### src/rtl/bt_frame_pkg.sv
// rtl/bt_frame_pkg.sv - shared constants, state type and byte helper for the frame parser
package bt_frame_pkg;

  localparam int FRAME_BYTES   = 11;
  localparam int PAYLOAD_BYTES = 8;
  localparam int FRAME_W       = 8 * FRAME_BYTES;
  localparam int ENTRY_W       = 8 + 8 * PAYLOAD_BYTES;

  localparam logic [7:0] DEF_HDR_BYTE = 8'h55;
  localparam logic [7:0] DEF_TYPE_MIN = 8'h50;
  localparam logic [7:0] DEF_TYPE_MAX = 8'h5F;

  typedef enum logic [1:0] {IDLE, SUM, CHECK} state_t;

  // Byte k of a raw frame sits at bits [8k+7:8k]; out-of-range indices read as zero.
  function automatic logic [7:0] frame_byte(input logic [FRAME_W-1:0] f, input logic [3:0] idx);
    logic [7:0] b;
    b = '0;
    for (int k = 0; k < FRAME_BYTES; k++) begin
      if (idx == 4'(k)) b = f[8*k +: 8];
    end
    return b;
  endfunction

endpackage

### src/rtl/bt_frame_fifo.sv
// rtl/bt_frame_fifo.sv - first-word fall-through FIFO holding validated frames
module bt_frame_fifo #(
  parameter int WIDTH = 72,
  parameter int DEPTH = 4
) (
  input  logic             clk,
  input  logic             rst,
  input  logic             i_push,
  input  logic [WIDTH-1:0] i_push_data,
  output logic             o_full,
  input  logic             i_pop,
  output logic [WIDTH-1:0] o_pop_data,
  output logic             o_empty
);

  localparam int AW = $clog2(DEPTH);
  localparam logic [AW:0] PTR_ONE = (AW+1)'(1);

  logic [WIDTH-1:0] r_mem [DEPTH];
  logic [AW:0]      r_wr_ptr;
  logic [AW:0]      r_rd_ptr;
  logic             w_do_push;
  logic             w_do_pop;

  assign o_empty = (r_wr_ptr == r_rd_ptr);
  assign o_full  = (r_wr_ptr[AW] != r_rd_ptr[AW]) && (r_wr_ptr[AW-1:0] == r_rd_ptr[AW-1:0]);

  // A pop on a full queue frees the slot the same-cycle push lands in.
  assign w_do_pop  = i_pop && !o_empty;
  assign w_do_push = i_push && (!o_full || w_do_pop);

  assign o_pop_data = o_empty ? '0 : r_mem[r_rd_ptr[AW-1:0]];

  always_ff @(posedge clk) begin
    if (rst) begin
      r_wr_ptr <= '0;
      r_rd_ptr <= '0;
    end else begin
      if (w_do_push) r_wr_ptr <= r_wr_ptr + PTR_ONE;
      if (w_do_pop)  r_rd_ptr <= r_rd_ptr + PTR_ONE;
    end
  end

  always_ff @(posedge clk) begin
    if (w_do_push) r_mem[r_wr_ptr[AW-1:0]] <= i_push_data;
  end

endmodule

### src/rtl/bt_frame_parser.sv
// rtl/bt_frame_parser.sv - takes raw frames from the uart controller, checks them, queues the good ones
module bt_frame_parser
  import bt_frame_pkg::*;
#(
  parameter logic [7:0] HDR_BYTE   = DEF_HDR_BYTE,
  parameter logic [7:0] TYPE_MIN   = DEF_TYPE_MIN,
  parameter logic [7:0] TYPE_MAX   = DEF_TYPE_MAX,
  parameter int         FIFO_DEPTH = 4,
  parameter int         CNT_WIDTH  = 16
) (
  input  logic                 clk,
  input  logic                 rst,
  input  logic [87:0]          rx_data,
  input  logic                 rx_rdy,
  output logic                 rx_ack,
  output logic [7:0]           out_type,
  output logic [63:0]          out_payload,
  output logic                 out_vld,
  input  logic                 out_rdy,
  output logic [CNT_WIDTH-1:0] err_hdr_cnt,
  output logic [CNT_WIDTH-1:0] err_sum_cnt,
  output logic [CNT_WIDTH-1:0] drop_cnt
);

  localparam logic [CNT_WIDTH-1:0] CNT_ONE = CNT_WIDTH'(1);

  state_t               r_state;
  logic [FRAME_W-1:0]   r_frame;
  logic [7:0]           r_acc;
  logic [3:0]           r_idx;
  logic                 r_ack;
  logic [CNT_WIDTH-1:0] r_err_hdr;
  logic [CNT_WIDTH-1:0] r_err_sum;
  logic [CNT_WIDTH-1:0] r_drop;

  logic [7:0]         w_byte;
  logic [7:0]         w_b0;
  logic [7:0]         w_b1;
  logic [7:0]         w_b10;
  logic               w_hdr_ok;
  logic               w_sum_ok;
  logic               w_push;
  logic               w_pop;
  logic               w_full;
  logic               w_empty;
  logic [ENTRY_W-1:0] w_entry;
  logic [ENTRY_W-1:0] w_head;

  function automatic logic [CNT_WIDTH-1:0] sat_inc(input logic [CNT_WIDTH-1:0] c);
    return (c == '1) ? c : c + CNT_ONE;
  endfunction

  assign w_byte   = frame_byte(r_frame, r_idx);
  assign w_b0     = r_frame[7:0];
  assign w_b1     = r_frame[15:8];
  assign w_b10    = r_frame[87:80];
  assign w_hdr_ok = (w_b0 == HDR_BYTE) && (w_b1 >= TYPE_MIN) && (w_b1 <= TYPE_MAX);
  assign w_sum_ok = (r_acc == w_b10);
  assign w_push   = (r_state == CHECK) && w_hdr_ok && w_sum_ok;
  assign w_pop    = out_vld && out_rdy;
  assign w_entry  = {w_b1, r_frame[79:16]};

  always_ff @(posedge clk) begin
    if (rst) begin
      r_state   <= IDLE;
      r_frame   <= '0;
      r_acc     <= '0;
      r_idx     <= '0;
      r_ack     <= 1'b0;
      r_err_hdr <= '0;
      r_err_sum <= '0;
      r_drop    <= '0;
    end else begin
      r_ack <= 1'b0;
      case (r_state)
        IDLE: begin
          if (rx_rdy) begin
            r_frame <= rx_data;
            r_acc   <= '0;
            r_idx   <= '0;
            r_ack   <= 1'b1;
            r_state <= SUM;
          end
        end
        SUM: begin
          // Bytes 0..9 are summed; byte 10 is the expected checksum.
          r_acc <= r_acc + w_byte;
          r_idx <= r_idx + 4'd1;
          if (r_idx == 4'd9) r_state <= CHECK;
        end
        CHECK: begin
          if (!w_hdr_ok)              r_err_hdr <= sat_inc(r_err_hdr);
          else if (!w_sum_ok)         r_err_sum <= sat_inc(r_err_sum);
          else if (w_full && !w_pop)  r_drop    <= sat_inc(r_drop);
          r_state <= IDLE;
        end
        default: r_state <= IDLE;
      endcase
    end
  end

  bt_frame_fifo #(
    .WIDTH (ENTRY_W),
    .DEPTH (FIFO_DEPTH)
  ) u_fifo (
    .clk         (clk),
    .rst         (rst),
    .i_push      (w_push),
    .i_push_data (w_entry),
    .o_full      (w_full),
    .i_pop       (w_pop),
    .o_pop_data  (w_head),
    .o_empty     (w_empty)
  );

  assign rx_ack      = r_ack;
  assign out_vld     = !w_empty;
  assign out_type    = w_head[71:64];
  assign out_payload = w_head[63:0];
  assign err_hdr_cnt = r_err_hdr;
  assign err_sum_cnt = r_err_sum;
  assign drop_cnt    = r_drop;

endmodule

### config.mk
export PLATFORM = sky130hd
export DESIGN_NAME = bt_frame_parser
export DESIGN_NICKNAME = d
export VERILOG_FILES = /design/src/rtl/bt_frame_pkg.sv /design/src/rtl/bt_frame_fifo.sv /design/src/rtl/bt_frame_parser.sv
export SDC_FILE = /design/constraint.sdc
export NUM_CORES = 1
export LEC_CHECK = 0
export CAP_MARGIN = 25
export CORE_MARGIN = 1
export CORE_UTILIZATION = 30
export CTS_BUF_LIST = sky130_fd_sc_hd__clkbuf_4 sky130_fd_sc_hd__clkbuf_8
export DETAILED_ROUTE_END_ITERATION = 8
export PLACE_DENSITY = 0.52
export SYNTH_ARGS = -nofsm -noshare
export SYNTH_HDL_FRONTEND = slang
export SYNTH_SLANG_ARGS = --single-unit
### constraint.sdc
create_clock -name clk -period 8.27 [get_ports clk]
set_clock_uncertainty 0.2 [all_clocks]
set_input_delay 1.2405 -clock clk [delete_from_list [all_inputs] [get_ports clk]]
set_output_delay 1.2405 -clock clk [all_outputs]
set_load 0.01 [all_outputs]
==> results.txt, run 1 <==
----------------------------------------------------
[Timing]
  Fin. max-slew vios ... 0
  RSZ-0062 raised after global routing ... false
  Normalized max-slew margin ... between 30% and 40%
  Post-route clock period utilization ... a little over 60%
  Count of final hold-check violations ... 0
  Achievable clock frequency ... between 150 and 200 MHz
  Aggregate negative setup slack ... 0 ns
  Final setup vio count ... 0
  Setup slack of the critical path after layout ... between 3 and 4 ns
  Final period demand of the worst path ... ~5.1 ns
  Slew at the pin closest to its max-slew limit ... 0.941 ns

[Clock network]
  Buffer depth of the longest clock path ... 3
  CTS clock-pin slew for the worst setup and hold paths ... ~0.060 ns
  Post-cts gate resize count ... 0
  Post-CTS setup repair buffer count ... 0
  Buffer cell driving the clock tree root ... sky130_fd_sc_hd__clkbuf_8
  Later-pin clock latency in the skew report ... 0.64 ns
  CTS Buf Count ... 77
  Clock tree from TritonCTS ... built
  Htree depth ... 3
  Quantity of hold-fixing buffers added after cts ... 0
  Clock sink total ... 447

[Detailed routing]
  Avg WL per Cell ... roughly 20 um
  Detailed Routing Iterations Pass 1 ... 5
  Number of vias after detailed routing ... ~12000
  Post-detailed-route DRC marker count ... 0
  Initial DRC Count ... around 660
  DRT Wirelength ... approximately 50000 um
  Via count normalized by instance count ... 4.80
  Post-detailed-route count of antenna-violating nets ... 0

[Critical path]
  Type of destination of the critical path ... output pin
  Worst Path Class, Setup ... reg2out
  Maximum fanout encountered on the critical timing path ... between 40 and 50
  Nature of the critical path startpoint ... flop
  Critical path data arrival time ... 3.68 ns
  Slowest Stage Delay on Critical Path ... roughly 0.98 ns
  R2R depth ... 14
  Buffers plus inverters on the worst setup path ... 2
  Instance count on the critical path ... 4
  Slowest CP cell ... sky130_fd_sc_hd__dfxtp_4
  Family with the most delay on the worst path ... buffers and inverters
  Cell chain of the critical path ... buf_4 > mux4_2 > nor2b_1 > clkdlybuf4s50_1
  Req. time, crit path ... approximately 6.8 ns
  Reg-to-reg slack, setup ... approximately 3.8 ns

[Final layout]
  Syn-to-layout area delta ... 24.7%
  Footprint of the multi-input gates ... 0.00632 mm2
  Cell area after layout ... roughly 0.023 mm2
  Final nets ... roughly 1800
  Fill cells ... approximately 5800
  Share of layout cells above drive strength 1 ... a little over an eighth
  Area taken by flip-flops and latches ... around 0.012 mm2

[Placed design]
  Total cell area at the placement stage ... approximately 0.021 mm2
  DPL Wire Length ... roughly 33000 um
  Port buffer count ... 213
  Setup WS pre-CTS ... between 3 and 4 ns
  Final estimated routing congestion in global placement ... between 0.7 and 0.8

[Synthesis]
  Synthesized net count ... ~1600
  Sequential cell area fraction in the yosys report ... about 64%
  Number of synthesized flops with an enable pin ... between 200 and 300
  Top-area cell type share of the netlist area ... roughly 47%
  Main flop type after synthesis ... sky130_fd_sc_hd__edfxtp_1
  Leading cell types by total area after synthesis ... sky130_fd_sc_hd__edfxtp_1 47%, sky130_fd_sc_hd__dfxtp_1 17%, sky130_fd_sc_hd__mux4_2 8.7%
  Flip-flop and latch count after synthesis ... about 450
  Synth cell types ... 60
  Leading area contributor after synthesis ... sky130_fd_sc_hd__edfxtp_1
  Combined area of all synthesized cells ... 0.0186 mm2
  Share of synthesized registers carrying an async set or reset ... 0%
  YS warnings ... 0
  Average cell area after synthesis ... around 13 um2
  Synth Instances ... ~1500

[Global routing]
  Total congestion overflow ... 0
  Number of global-route vias before repair ... between 10000 and 15000
  Number of antenna violations at the first check in global routing ... 3
  Maximum number of pins on one net before global-route repair ... 90
  First-pass GRT wire length ... 76500 um
  Overall track demand over capacity in global routing ... about 16%

[Floorplan]
  Y dimension of the die ... around 250 um
  Core ar. ... about 0.061 mm2
  Die extent in x ... between 200 and 300 um
  I/O pins ... between 200 and 250
  Die outline area ... ~0.063 mm2
  Num rows ... 90
  Starting Density ... a little under a third

[Hold path]
  Class of the tightest hold or removal check ... reg2reg
  Hold Path Depth ... 2

[Status]
  Run status ... completed

[Power and ir drop]
  P per Cell Area ... approximately 200 mW/mm2
  Max VDD drop ... 0.116 mV
  LEAKAGE ... 7.37 nW

[Job]
  Max cap viols ... 0

----------------------------------------------------
cell usage after synthesis, types with 3 or more instances:
cell type and number:
sky130_fd_sc_hd__edfxtp_1 288, sky130_fd_sc_hd__nand2_1 223, sky130_fd_sc_hd__dfxtp_1 159, sky130_fd_sc_hd__a21oi_1 133, sky130_fd_sc_hd__nor2_1 88, sky130_fd_sc_hd__nor2b_1 84, sky130_fd_sc_hd__clkbuf_1 73, sky130_fd_sc_hd__mux4_2 72
sky130_fd_sc_hd__xnor2_1 37, sky130_fd_sc_hd__nand3_1 29, sky130_fd_sc_hd__o21ai_1 25, sky130_fd_sc_hd__inv_1 21, sky130_fd_sc_hd__ha_1 19, sky130_fd_sc_hd__nand4_1 15, sky130_fd_sc_hd__xor2_1 15, sky130_fd_sc_hd__and3_1 12
sky130_fd_sc_hd__and2_1 11, sky130_fd_sc_hd__buf_1 11, sky130_fd_sc_hd__nor3_1 10, sky130_fd_sc_hd__a2111oi_0 8, sky130_fd_sc_hd__nand3b_1 8, sky130_fd_sc_hd__a221oi_1 7, sky130_fd_sc_hd__nand2b_1 7, sky130_fd_sc_hd__o211ai_1 7
sky130_fd_sc_hd__or3_1 7, sky130_fd_sc_hd__a2bb2oi_1 6, sky130_fd_sc_hd__and4_1 6, sky130_fd_sc_hd__nor4b_2 6, sky130_fd_sc_hd__mux2i_1 5, sky130_fd_sc_hd__nor3b_1 5, sky130_fd_sc_hd__a31oi_1 4, sky130_fd_sc_hd__nor4_2 4
sky130_fd_sc_hd__or4_1 4, sky130_fd_sc_hd__a311oi_1 3, sky130_fd_sc_hd__nor4bb_1 3, sky130_fd_sc_hd__o211a_1 3, sky130_fd_sc_hd__o21ai_0 3
kinds of logic after synthesis:
logic type	after synthesis	share of synthesized area [%]
adder cells (fa/ha/maj)	20	1.39
flip-flops	447	63.8
buffers and inverters	110	2.29
AND/OR/NAND/NOR	532	14.4
XOR/XNOR	52	2.45
multiplexers	79	9.13
AO/OA/AOI/OAI	212	6.61
cell type report:
class,count,area share (%)
Sequential cell,447,51.1
Multi-Input combinational cell,895,27.3
Timing Repair Buffer,230,9.95
Clock buffer,105,5.76
Tap cell,782,4.23
Clock inverter,37,1.20
Inverter,24,0.389
Antenna cell,2,0.0216
worst register-to-register path, delay by kind of cell (launching register included):
family	cells	cell delay, ns
AOI/OAI and AO/OA	8	2.19
DFF	1	0.43
and+or+nand+nor	2	0.22
adders and majority gates	2	0.82
buffers and inverters	1	0.37
muxes	1	0.18
worst paths after layout:
kind,endpoint,from
worst min-delay path,r_frame[7],r_frame[7]
worst max-delay path,out_payload[55],flop
worst max register to register,r_acc[7],r_idx[0]
worst min register to register,r_frame[7],r_frame[7]
through the flow:
step	utilization (%)	hold slack (ns)	power, mW	std cells
2_1_floorplan	-	0.244	2.58	1452
3_3_place_gp	35.4	0.257	2.69	2375
3_5_place_dp	35.4	0.260	2.70	2376
4_1_cts	38.0	0.269	4.79	2518
5_1_grt	38.1	0.297	4.92	2520
6_report	38.1	0.267	4.72	2522
state kept, by name, summed over array words and instances (netlist names), named ones only:
signal	count
err_sum_cnt	16
err_hdr_cnt	16
r_idx	4
r_frame	88
u_fifo.r_wr_ptr	3
rx_ack	1
u_fifo.r_mem	288
u_fifo.r_rd_ptr	3
drop_cnt	16
r_acc	8
r_state	2
where the power goes:
part	switching, mW	total (mW)	internal (mW)
clock	0.897	2.07	1.17
sequential	0.0514	2.46	2.40
combinational	0.109	0.193	0.0844
per-layer routing:
metal	share of wire [%]	GRT usage [%]	vias to the layer above
li1	-	-	5763
met1	43	20.6	5955
met2	49	26.8	311
met3	6.0	4.34	77
met4	1.9	4.61	6
met5	0.091	0	-
layout by cell type, fill, tap and decap left out, drive strengths merged, types with 18 or more instances in the layout:
cell type,synthesis,routed
a21oi,133,133
buf,13,18
clkbuf,73,105
clkdlybuf4s50,0,212
clkinv,1,29
dfxtp,159,159
edfxtp,288,288
ha,19,19
inv,23,24
mux4,72,72
nand2,223,223
nand3,29,29
nor2,88,88
nor2b,84,84
o21ai,28,28
xnor2,37,37
Power figures use the tool's default switching activity.
==> run 2: changes to the inputs <==
--- a/config.mk
+++ b/config.mk
@@ -10,7 +10,7 @@
 export CORE_UTILIZATION = 30
 export CTS_BUF_LIST = sky130_fd_sc_hd__clkbuf_4 sky130_fd_sc_hd__clkbuf_8
 export DETAILED_ROUTE_END_ITERATION = 8
-export PLACE_DENSITY = 0.52
+export PLACE_DENSITY = 0.54
 export SYNTH_ARGS = -nofsm -noshare
 export SYNTH_HDL_FRONTEND = slang
 export SYNTH_SLANG_ARGS = --single-unit
==> constraint.sdc (replaced) <==
create_clock -name clk -period 4.1 [get_ports clk]
set_clock_uncertainty 0.2 [all_clocks]
set_input_delay 0.615 -clock clk [delete_from_list [all_inputs] [get_ports clk]]
set_output_delay 0.615 -clock clk [all_outputs]
set_load 0.01 [all_outputs]
==> run 2 against run 1 <==
  * Cell area up 0.94%
  * Critical path depth grew 11
  * Die area is the same
  * Flip-flop and latch count is the same
  * Critical endpoint is now r_acc[4]
  * Highest routed layer unchanged
==> results.txt, run 2 (synthesis gave the netlist of run 1 again) <==
----------------------------------------------------
[Timing]
  Normalized max-slew margin ... a little over two fifths
  Slew at the pin closest to its max-slew limit ... approximately 0.85 ns
  Count of final hold-check violations ... 0
  Post-route clock period utilization ... about nine tenths
  RSZ-0062 raised after global routing ... false
  Fin. max-slew vios ... 0
  Achievable clock frequency ... 266 MHz
  Final setup vio count ... 0
  Aggregate negative setup slack ... 0 ns
  Final period demand of the worst path ... roughly 3.8 ns

[Detailed routing]
  Avg WL per Cell ... about 20 um
  Met3 layer wire length in the routed design ... 2670 um
  Post-detailed-route count of antenna-violating nets ... 0
  Post-detailed-route DRC marker count ... 0
  Detailed-routed wire length on met2 ... 24200 um
  Initial DRC Count ... 714
  Wl on met1 ... ~22000 um
  DRT Wirelength ... slightly above 50000 um
  Via count normalized by instance count ... 4.76
  Topmost layer with routed signal wires ... met5
  Number of vias after detailed routing ... roughly 12000
  Detailed Routing Iterations Pass 1 ... 5

[Power and ir drop]
  Max VDD drop ... between 0.15 and 0.2 mV
  P per Cell Area ... between 400 and 500 mW/mm2
  LEAKAGE ... around 7.5 nW
  Fraction of power spent switching nets ... 22.5%
  Internal power contribution ... about 7.5 mW
  Part of the power in registers ... between 50% and 60%
  Combinational share of power ... around 4.1%
  Share of total power in the clock network ... approximately 45%
  Net switching power ... 2.18 mW

[Final layout]
  Area taken by flip-flops and latches ... ~0.012 mm2
  Footprint of the multi-input gates ... between 0.006 and 0.007 mm2
  Share of layout cells above drive strength 1 ... 15.3%
  Commonest cells after routing, fill and taps aside ... 288 x sky130_fd_sc_hd__edfxtp_1, 222 x sky130_fd_sc_hd__nand2_1, 212 x sky130_fd_sc_hd__clkdlybuf4s50_1, 157 x sky130_fd_sc_hd__dfxtp_1, 133 x sky130_fd_sc_hd__a21oi_1
  Final nets ... between 1500 and 2000
  Syn-to-layout area delta ... 25.9%
  Number of flip-flops in the largest register ... between 200 and 300
  Finished Layout Cells ... approximately 2500
  Most common cell after layout, fill and taps aside ... sky130_fd_sc_hd__edfxtp_1
  Final core utilization ... about two fifths
  Fill cells ... about 5800

[Clock network]
  Quantity of hold-fixing buffers added after cts ... 0
  CTS Buf Count ... just over 80
  Htree depth ... 3
  Post-CTS setup repair buffer count ... 0
  CTS clock-pin slew for the worst setup and hold paths ... 0.06 ns
  Clock sink total ... 447
  Later-pin clock latency in the skew report ... ~0.65 ns
  Clock tree from TritonCTS ... built
  Buffer depth of the longest clock path ... 3
  Buffer cell driving the clock tree root ... sky130_fd_sc_hd__clkbuf_8

[Critical path]
  Reg-to-reg slack, setup ... 0.34 ns
  Worst Path Class, Setup ... reg2reg
  Req. time, crit path ... around 4.5 ns
  Maximum fanout encountered on the critical timing path ... 18
  Endpoint of the most critical setup path ... r_acc[4]
  Cell chain of the critical path ... ha_1 > buf_4 > nand2_1 > a311oi_1 > a21oi_1 > a2bb2oi_1 > o21ai_1 > ha_1 > inv_1 > fa_1 > nor2b_1 > o21ai_1 > nor3b_1 > or3_1 > a21oi_1
  R2R depth ... 15
  Slowest CP cell ... sky130_fd_sc_hd__ha_1
  Critical path data arrival time ... 4.12 ns
  Nature of the critical path startpoint ... flop
  Type of destination of the critical path ... flop
  Slowest Stage Delay on Critical Path ... a little under 0.6 ns
  Setup crit start ... r_idx[0]
  Reg2reg start ... r_idx[0]
  R2r endpoint ... r_acc[4]

[Floorplan]
  Die extent in x ... roughly 250 um
  Core ar. ... 0.0607 mm2
  Y dimension of the die ... 251 um
  Num rows ... 90
  I/O pins ... around 210
  Die outline area ... 0.0629 mm2
  Starting Density ... a little under a third

[Job]
  Max cap viols ... 0

[Placed design]
  Cell Count Post-Placement ... around 2400
  Port buffer count ... 213
  Final estimated routing congestion in global placement ... roughly 0.85
  DPL Wire Length ... 32600 um

[Global routing]
  Number of global-route vias before repair ... 12400
  Overall track demand over capacity in global routing ... approximately 16%
  Total congestion overflow ... 0
  Number of antenna violations at the first check in global routing ... 5
  Maximum number of pins on one net before global-route repair ... between 70 and 80
  First-pass GRT wire length ... 75900 um

[Hold path]
  Class of the tightest hold or removal check ... in2reg

[Status]
  Run status ... completed

----------------------------------------------------
[run 2: repair_timing]
item,CTS,global route
setup endpoints to repair,0,2
hold endpoints to repair,0,0
resized for setup,0,3
[run 2: area by class of cell]
type                    count  area share (%)
well taps                 782            4.19
multi-input cells         895            27.1
flip-flops and latches    447            50.7
clock inverters            25           0.793
repair buffers            241            10.4
diodes                      1          0.0107
clock buffers             126            6.46
inverters                  24           0.386
[run 2: per-layer routing]
layer / vias to the layer above / track usage [%]
met5: - / 0
met4: 10 / 4.98
met3: 71 / 4.17
met2: 276 / 26.6
met1: 5934 / 20.5
li1: 5797 / -
[run 2: critical path, delay by kind of cell, from the launching register on]
family	cells	cell delay (ns)
buf+inv	2	0.34
compound gates	6	0.89
fa+ha+maj	3	1.18
simple gates	4	0.64
flops	1	0.42
[run 2: worst min path at each step]
stage / startpoint / to / slack (ns) / depth (start not counted)
4_1_cts: rst / err_hdr_cnt[3] / 0.20 / 2
3_3_place_gp: r_frame[6] / r_frame[6] / 0.27 / 2
5_1_grt: rst / err_hdr_cnt[9] / 0.26 / 2
2_1_floorplan: r_frame[0] / r_frame[0] / 0.24 / 2
3_5_place_dp: r_frame[6] / r_frame[6] / 0.27 / 2
6_report: rst / err_hdr_cnt[3] / 0.26 / 2
[run 2: power groups by stage]
stage               Combinational [mW]  Sequential, mW  Clock (mW)
global placement                 0.395            5.05           0
finish                           0.395            4.96        4.33
CTS                              0.400            4.96        4.46
floorplan                        0.217            4.99           0
global route                     0.437            4.96        4.67
detailed placement               0.398            5.05           0
[run 2: per-stage QoR]
| step | hold WS, ns | area (um2) | setup WS [ns] | power [mW] |
|---|---|---|---|---|
| 2_1_floorplan | 0.244 | 18600 | 0.0815 | 5.21 |
| 3_3_place_gp | 0.273 | 21700 | 0.352 | 5.44 |
| 3_5_place_dp | 0.266 | 21700 | 0.302 | 5.45 |
| 4_1_cts | 0.203 | 23400 | 0.260 | 9.82 |
| 5_1_grt | 0.260 | 23400 | 0.0251 | 10.1 |
| 6_report | 0.261 | 23400 | 0.340 | 9.68 |
